### src/rtl/sic_input_device_if.sv
// Bus bundle for sic_input_device: producer push port and CPU RD/TD port.
// Optional SIC_INDEV_OVERRUN_EN adds the sticky overrun flag.
interface sic_input_device_if #(parameter int DEPTH = 4);
  // Producer side: a byte moves when ext_valid && ext_ready at a rising edge;
  // ext_ready depends on registered state only, never on ext_valid or read_enable.
  // CPU side: read_enable is a one-cycle RD strobe, honoured only while device_ready.
  logic                      ext_valid;
  logic [7:0]                ext_data;
  logic                      ext_ready;
  logic                      read_enable;
  logic                      device_ready;
  logic [7:0]                out_data;
  logic                      read_event;
  logic [$clog2(DEPTH):0]    level;
`ifdef SIC_INDEV_OVERRUN_EN
  logic                      overrun;
`endif

  modport master (
    output ext_valid, ext_data, read_enable,
    input  ext_ready, device_ready, out_data, read_event, level
`ifdef SIC_INDEV_OVERRUN_EN
    , input overrun
`endif
  );

  modport slave (
    input  ext_valid, ext_data, read_enable,
    output ext_ready, device_ready, out_data, read_event, level
`ifdef SIC_INDEV_OVERRUN_EN
    , output overrun
`endif
  );
endinterface

### src/rtl/sic_input_device.sv
// SIC byte input device: producer-fed FIFO drained by the CPU RD instruction.
// Define SIC_INDEV_OVERRUN_EN to add a sticky flag for bytes offered while full.
module sic_input_device #(
  parameter int DEPTH = 4
) (
  input logic               clk,
  input logic               rst,
  sic_input_device_if.slave bus
);
  localparam int PW = $clog2(DEPTH);
  localparam int LW = PW + 1;

  logic [7:0]    mem [DEPTH];
  logic [PW-1:0] wr_ptr;
  logic [PW-1:0] rd_ptr;
  logic [LW-1:0] level_q;
  logic [7:0]    out_q;
  logic          read_event_q;
  logic          full;
  logic          empty;
  logic          push;
  logic          pop;

  assign full  = (level_q == LW'(DEPTH));
  assign empty = (level_q == '0);
  // Full blocks the push even when a pop happens in the same cycle, which keeps
  // read_enable out of the ext_ready path.
  assign push  = bus.ext_valid && !full;
  assign pop   = bus.read_enable && !empty;

  assign bus.ext_ready    = !full;
  assign bus.device_ready = !empty;
  assign bus.out_data     = out_q;
  assign bus.read_event   = read_event_q;
  assign bus.level        = level_q;

  // Storage carries no reset; occupancy and pointers define what is valid.
  always_ff @(posedge clk) begin
    if (push) begin
      mem[wr_ptr] <= bus.ext_data;
    end
  end

  always_ff @(posedge clk or posedge rst) begin
    if (rst) begin
      wr_ptr       <= '0;
      rd_ptr       <= '0;
      level_q      <= '0;
      out_q        <= 8'd0;
      read_event_q <= 1'b0;
    end else begin
      read_event_q <= pop;
      if (push) begin
        wr_ptr <= wr_ptr + PW'(1);
      end
      if (pop) begin
        rd_ptr <= rd_ptr + PW'(1);
        out_q  <= mem[rd_ptr];
      end
      case ({push, pop})
        2'b10:   level_q <= level_q + LW'(1);
        2'b01:   level_q <= level_q - LW'(1);
        default: level_q <= level_q;
      endcase
    end
  end

`ifdef SIC_INDEV_OVERRUN_EN
  logic overrun_q;

  always_ff @(posedge clk or posedge rst) begin
    if (rst) begin
      overrun_q <= 1'b0;
    end else if (bus.ext_valid && full) begin
      overrun_q <= 1'b1;
    end
  end

  assign bus.overrun = overrun_q;
`endif
endmodule

### src/flat_wrapper.sv
// flat-port wrapper written by rule: the top's interface ports become plain ports
module sic_input_device_flat 
#(
  parameter int DEPTH = 4
)
  (clk, rst, bus_ext_valid, bus_ext_data, bus_read_enable, bus_ext_ready, bus_device_ready, bus_out_data, bus_read_event, bus_level);
  sic_input_device_if #(.DEPTH(DEPTH)) bus_i ();
  input logic clk;
  input logic rst;
  input wire logic [$bits(bus_i.ext_valid)-1:0] bus_ext_valid;
  input wire logic [$bits(bus_i.ext_data)-1:0] bus_ext_data;
  input wire logic [$bits(bus_i.read_enable)-1:0] bus_read_enable;
  output wire logic [$bits(bus_i.ext_ready)-1:0] bus_ext_ready;
  output wire logic [$bits(bus_i.device_ready)-1:0] bus_device_ready;
  output wire logic [$bits(bus_i.out_data)-1:0] bus_out_data;
  output wire logic [$bits(bus_i.read_event)-1:0] bus_read_event;
  output wire logic [$bits(bus_i.level)-1:0] bus_level;
  assign bus_i.ext_valid = bus_ext_valid;
  assign bus_i.ext_data = bus_ext_data;
  assign bus_i.read_enable = bus_read_enable;
  assign bus_ext_ready = bus_i.ext_ready;
  assign bus_device_ready = bus_i.device_ready;
  assign bus_out_data = bus_i.out_data;
  assign bus_read_event = bus_i.read_event;
  assign bus_level = bus_i.level;
  sic_input_device #(.DEPTH(DEPTH)) u_core (.clk(clk), .rst(rst), .bus(bus_i));
endmodule
### config.mk
export PLATFORM = sky130hd
export DESIGN_NAME = sic_input_device_flat
export DESIGN_NICKNAME = d
export VERILOG_FILES = /design/src/rtl/sic_input_device_if.sv /design/src/rtl/sic_input_device.sv /design/src/flat_wrapper.sv
export SDC_FILE = /design/constraint.sdc
export NUM_CORES = 1
export LEC_CHECK = 0
export CORE_AREA = 3 3 84 86
export CTS_BUF_LIST = sky130_fd_sc_hd__clkbuf_2
export DETAILED_ROUTE_END_ITERATION = 8
export DIE_AREA = 0 0 87 89
export GPL_ROUTABILITY_DRIVEN = 0
export HOLD_SLACK_MARGIN = 0.06
export PLACE_DENSITY = 0.52
export SLEW_MARGIN = 20
export SYNTH_ARGS = -nofsm -noshare
export SYNTH_HDL_FRONTEND = slang
export SYNTH_SLANG_ARGS = --single-unit
### constraint.sdc
create_clock -name clk -period 4.5 [get_ports clk]
set_input_delay 0.45 -clock clk [delete_from_list [all_inputs] [get_ports clk]]
set_output_delay 0.45 -clock clk [all_outputs]
set_load 0.1 [all_outputs]
# After elaboration in Yosys (flattened, before gate mapping)
# Memory sizes are Yosys's and may differ from the RTL's. A register that Yosys moved wholly into a read port is not among the register bits.
# Cells that the tools add are included.
dict set report word_totals {
  memories 1
  output_inout_bits 14
  mem_bits_rw 32
  word_cells 21
  reg_bits 8
}
dict set report op_classes {
  n_reduce_logical 6
  add_sub_neg 4
  n_mux 3
  n_eq_ne 3
}
# memory words width rd rd_clocked_by_memory_dff wr line_no
set mem_list {}
lappend mem_list {u_core.mem 4 8 1 1 1 sic_input_device.sv:13} ;# logic [7:0] mem [DEPTH];
# operator count
set ops {}
lappend ops {{3-bit one-hot mux with 2 select lines} 1}
lappend ops {{2-bit by 1-bit adder with 2-bit output (second input constant)} 2}
lappend ops {{3-bit by 1-bit adder with 3-bit output (second input constant)} 1}
lappend ops {{3-bit equality test (second input constant)} 1}
lappend ops {{3-bit zero test} 1}
lappend ops {{3-bit by 1-bit subtractor with 3-bit output (second input constant)} 1}
lappend ops {{2-bit by 1-bit equality test with 1-bit output (second input constant)} 1}
lappend ops {{2-bit equality test (second input constant)} 1}
lappend ops {{1-bit logical AND} 2}
lappend ops {{1-bit zero test} 2}
lappend ops {{1-bit 2-to-1 mux} 2}
lappend ops {{2-bit nonzero test} 1}

# Longest topological paths before layout
dict set report logic_depth {
  word_depth 5
  mapped_depth 9
}

# Least setup slack after synthesis
# Ideal clock, no wire load.
dict set report synth_path {
  kind {reg2reg}
  startpoint {register u_core.level_q[2] (netlist: u_core.bus.level[2])}
  endpoint {register u_core.level_q[2] (netlist: u_core.bus.level[2])}
  t_arrival_ns 2.760
  slack_ns 1.577
  stages_incl_launch_ff 10
  cell_sequence {dfrtp_1 or3b_4 and2_4 inv_1 ha_1 inv_1 fa_1 xor2_1 nor2_1 xor2_1}
}
dict set report synth_via {
  elab_chain_cells 5
  word_cells_on_any_way 12
  classes_between {2 x add/sub; 3 x eq/ne; 1 x mux; 6 x reduce/logical}
}
# item line_no
set synth_rtl {}
lappend synth_rtl {{from (decl)} sic_input_device.sv:16} ;# logic [LW-1:0] level_q;
lappend synth_rtl {{from (signal assigned)} sic_input_device.sv:61} ;# 2'b10: level_q <= level_q + LW'(1);
lappend synth_rtl {{from (signal assigned)} sic_input_device.sv:62} ;# 2'b01: level_q <= level_q - LW'(1);
lappend synth_rtl {{from (signal assigned)} sic_input_device.sv:63} ;# default: level_q <= level_q;
lappend synth_rtl {{3-bit equality test (*)} sic_input_device.sv:24} ;# assign full = (level_q == LW'(DEPTH));
lappend synth_rtl {{1-bit zero test (*)} --}
lappend synth_rtl {{named net bus_ext_ready} flat_wrapper.sv:13} ;# output wire logic [$bits(bus_i.ext_ready)-1:0] bus_ext_ready;
lappend synth_rtl {{1-bit logical AND (*)} sic_input_device.sv:28} ;# assign push = bus.ext_valid && !full;
lappend synth_rtl {{2-bit by 1-bit equality test with 1-bit output or 2-bit equality test (tied branches)} sic_input_device.sv:60} ;# case ({push, pop})
lappend synth_rtl {{3-bit one-hot mux with 2 select lines or 2-bit nonzero test (tied branches)} --}
# The timed path passes the listed nets; every way through them passes the cells marked *.
# A chain may end at the register's enable or synchronous reset.

# Worst setup path after layout
dict set report layout_path {
  startpoint {register u_core.level_q[0] (netlist: u_core.bus.level[0])}
  endpoint {output bus_device_ready}
}
dict set report layout_via {
  elab_chain_cells 2
}
# item line_no
set layout_rtl {}
lappend layout_rtl {{3-bit zero test} sic_input_device.sv:25} ;# assign empty = (level_q == '0);
lappend layout_rtl {{1-bit zero test} sic_input_device.sv:32} ;# assign bus.device_ready = !empty;
lappend layout_rtl {{to (decl)} flat_wrapper.sv:14} ;# output wire logic [$bits(bus_i.device_ready)-1:0] bus_device_ready;
# No other way between the ends.

==> results.md <==
* Outcome: completed
* Post-Syn Area per Cell at 19.48 sq um
* Vias at 902
* Initial antenna violation count at 0
* Ys async rst share at 33.33%
* Cts repair resizes at 0
* Maximum root-to-sink buffer count at 2
* Placed Area at 2240 sq um
* Placed insts at 197
* CTS tree: built
* Die Y at 89 um
* Clock Tree Root: clkbuf_2
* Startpoint Class: flip-flop
* Chip width at between 80 and 90 um
* CP Class: reg2out
* Filler-free cell count of the finished design at between 200 and 250
* Number of synthesized flops with an enable pin at 32
* Tcrit/Tclk final at roughly 62%
* N_diodes at 0
* Global-route wire length before repair at 5.154 mm
* Initial core utilization at 30.07%
* Endpoints failing hold at 0
* Post-Route WL at 3.219 mm
* Final instance area at 2280 sq um
* Total CTS buffers at 5
* CP startpoint: u_core.bus.level[0]
* Drt pass-1 iters at 2
* CP delay by family, top: buffers and inverters
* Row cnt at 29
* Max Freq at 357.7 MHz
* R2r startpoint: u_core.bus.level[0]
* Clock Latency Late Sink at approximately 0.40 ns
* Area Growth Syn to Fin at 19.40%
* Crit path max fanout at 6
* Post-Synthesis Net Count at roughly 120
* Reg-to-reg endpoint: u_core.bus.level[2]
* Cell taking the most area after synthesis: edfxtp_1
* Worst path max stage delay at 0.97 ns
* Relative slew slack at 33.80%
* Residual DRC at 0
* Largest net degree at the start of global routing at 17
* GR peak layer: met2
* Arr. time, crit path at 2.35 ns
* Mapped Cells at 98
* CP max-delay cell: clkdlybuf4s50_1
* GRT met1 Usage at 11.08%
* Seq/Total Area, Yosys at 71.30%
* Final net count at approximately 150
* Share of layout cells above drive strength 1 at 25.78%
* Total track usage at 9.430%
* Final setup violation count at 0
* Congestion Overflow GR at 0
* Vias/cell at 4.400
* Cell variety after synth at 21
* Hold buffer count at CTS at 0
* Syn. warnings at 0
* Number of input and output port buffers inserted at 25
* GR met3 Demand/Resource at 3.502%
* Hold/Removal Path Class: in2async
* Initial drt markers at 36
* Fill cell count at 589
* H-tree levels at 2
* Met2 usage at about 16%
* Area of the core at 6350 sq um
* CTS clk-pin slew, worst paths at 0.21 ns
* RSZ-0062 raised after global routing: false
* Synthesized area at 1909 sq um
* Vias in the first global route at 970
* Clock sinks at 48
* Post-CTS Setup Inserts at 0
* Commonest non-fill, non-tap cell in the layout: edfxtp_1
* WP buf/inv at 1
* Cell breakdown of the critical path: or3_2, clkdlybuf4s50_1
* Flop-to-flop setup slack at 2.24 ns
* Wire per inst at 15.70 um
* Synth top area cells: edfxtp_1 50%, dfrtp_1 21%, mux4_2 9.4%
* Synth top area share at 50.33%
* Final worst path period need at 2.795 ns
* Max Cap Viol at 0
* CP endpoint kind: primary output
* I/O pin total at 26
* TNS Setup at 0 ns
* DP HPWL at 2.263 mm
* Worst-Margin Slew at 0.9899 ns
* Max Clock Skew at 0.01681 ns
* Die area at 7743 sq um
* Final antenna-violating net count at 0
* Max Transition Viols Final at 0
* CP required at between 4 and 5 ns
* Commonest non-fill, non-tap cells in the layout: 32 x edfxtp_1, 25 x clkdlybuf4s50_1, 16 x dfrtp_1
* #FFs+latches synth at 48
* Reg2reg path depth at 9
* Ys flop type: edfxtp_1
## registers in the layout, indices dropped and copies added (netlist names)
signal / count
u_core.mem: 32
u_core.bus.out_data: 8
u_core.wr_ptr: 2
u_core.rd_ptr: 2
u_core.bus.level: 3
u_core.bus.read_event: 1
## cell families (layout without fill, tap and decap cells)
| logic type | after synthesis | count (layout) | synth area share, % |
|---|---|---|---|
| xor gates and xnor gates | 6 | 6 | 2.753 |
| muxes | 18 | 18 | 15.47 |
| DFF | 48 | 48 | 71.30 |
| adders and majority gates | 6 | 6 | 4.325 |
| buffers and inverters | 10 | 40 | 2.228 |
| and+or+nand+nor | 9 | 9 | 3.407 |
| AOI/OAI and AO/OA | 1 | 1 | 0.5243 |
## cell usage after synthesis, types with 3 or more instances
| library cell | instances |
|---|---|
| inv_1 | 7 |
| xnor2_1 | 3 |
| xor2_1 | 3 |
| dfrtp_1 | 16 |
| mux2_2 | 8 |
| mux4_2 | 8 |
| and3_2 | 4 |
| edfxtp_1 | 32 |
| ha_1 | 5 |
## metrics by stage
stage / util, % / hold WS, ns / worst slack [ns]
3_3_place_gp: 35.27 / 0.4922 / 2.122
3_5_place_dp: 35.27 / 0.4957 / 2.053
6_report: 35.90 / 0.3927 / 1.705
5_1_grt: 35.90 / 0.3596 / 1.598
4_1_cts: 35.90 / 0.3802 / 1.675
2_1_floorplan: - / 0.3637 / 1.577
## worst max-delay path by stage
stage / end / slack (ns) / cells after the start
finish: bus_device_ready / 1.70 / 2
global route: bus_device_ready / 1.60 / 2
CTS: bus_device_ready / 1.67 / 2
detailed placement: u_core.bus.level[2] / 2.05 / 8
global placement: u_core.bus.level[2] / 2.12 / 8
floorplan: u_core.bus.level[2] / 1.58 / 9
## layer usage
metal / vias to the layer above / routed length, um
met5: - / 0
met4: 0 / 62
met2: 20 / 1603
met1: 454 / 1402
met3: 5 / 150
li1: 423 / -
## layout make-up
cell class	count	area, sq um	area share, %
Multi-Input combinational cell	40	505.5	22.17
Timing Repair Buffer	25	250.2	10.98
Inverter	7	26.28	1.153
Sequential cell	48	1361	59.71
Clock buffer	7	35.03	1.537
Tap cell	77	96.34	4.226
Clock inverter	1	5.005	0.2195
Power is not shown: default switching activity piles up to over one toggle a cycle in this logic, so the estimate is an artifact.
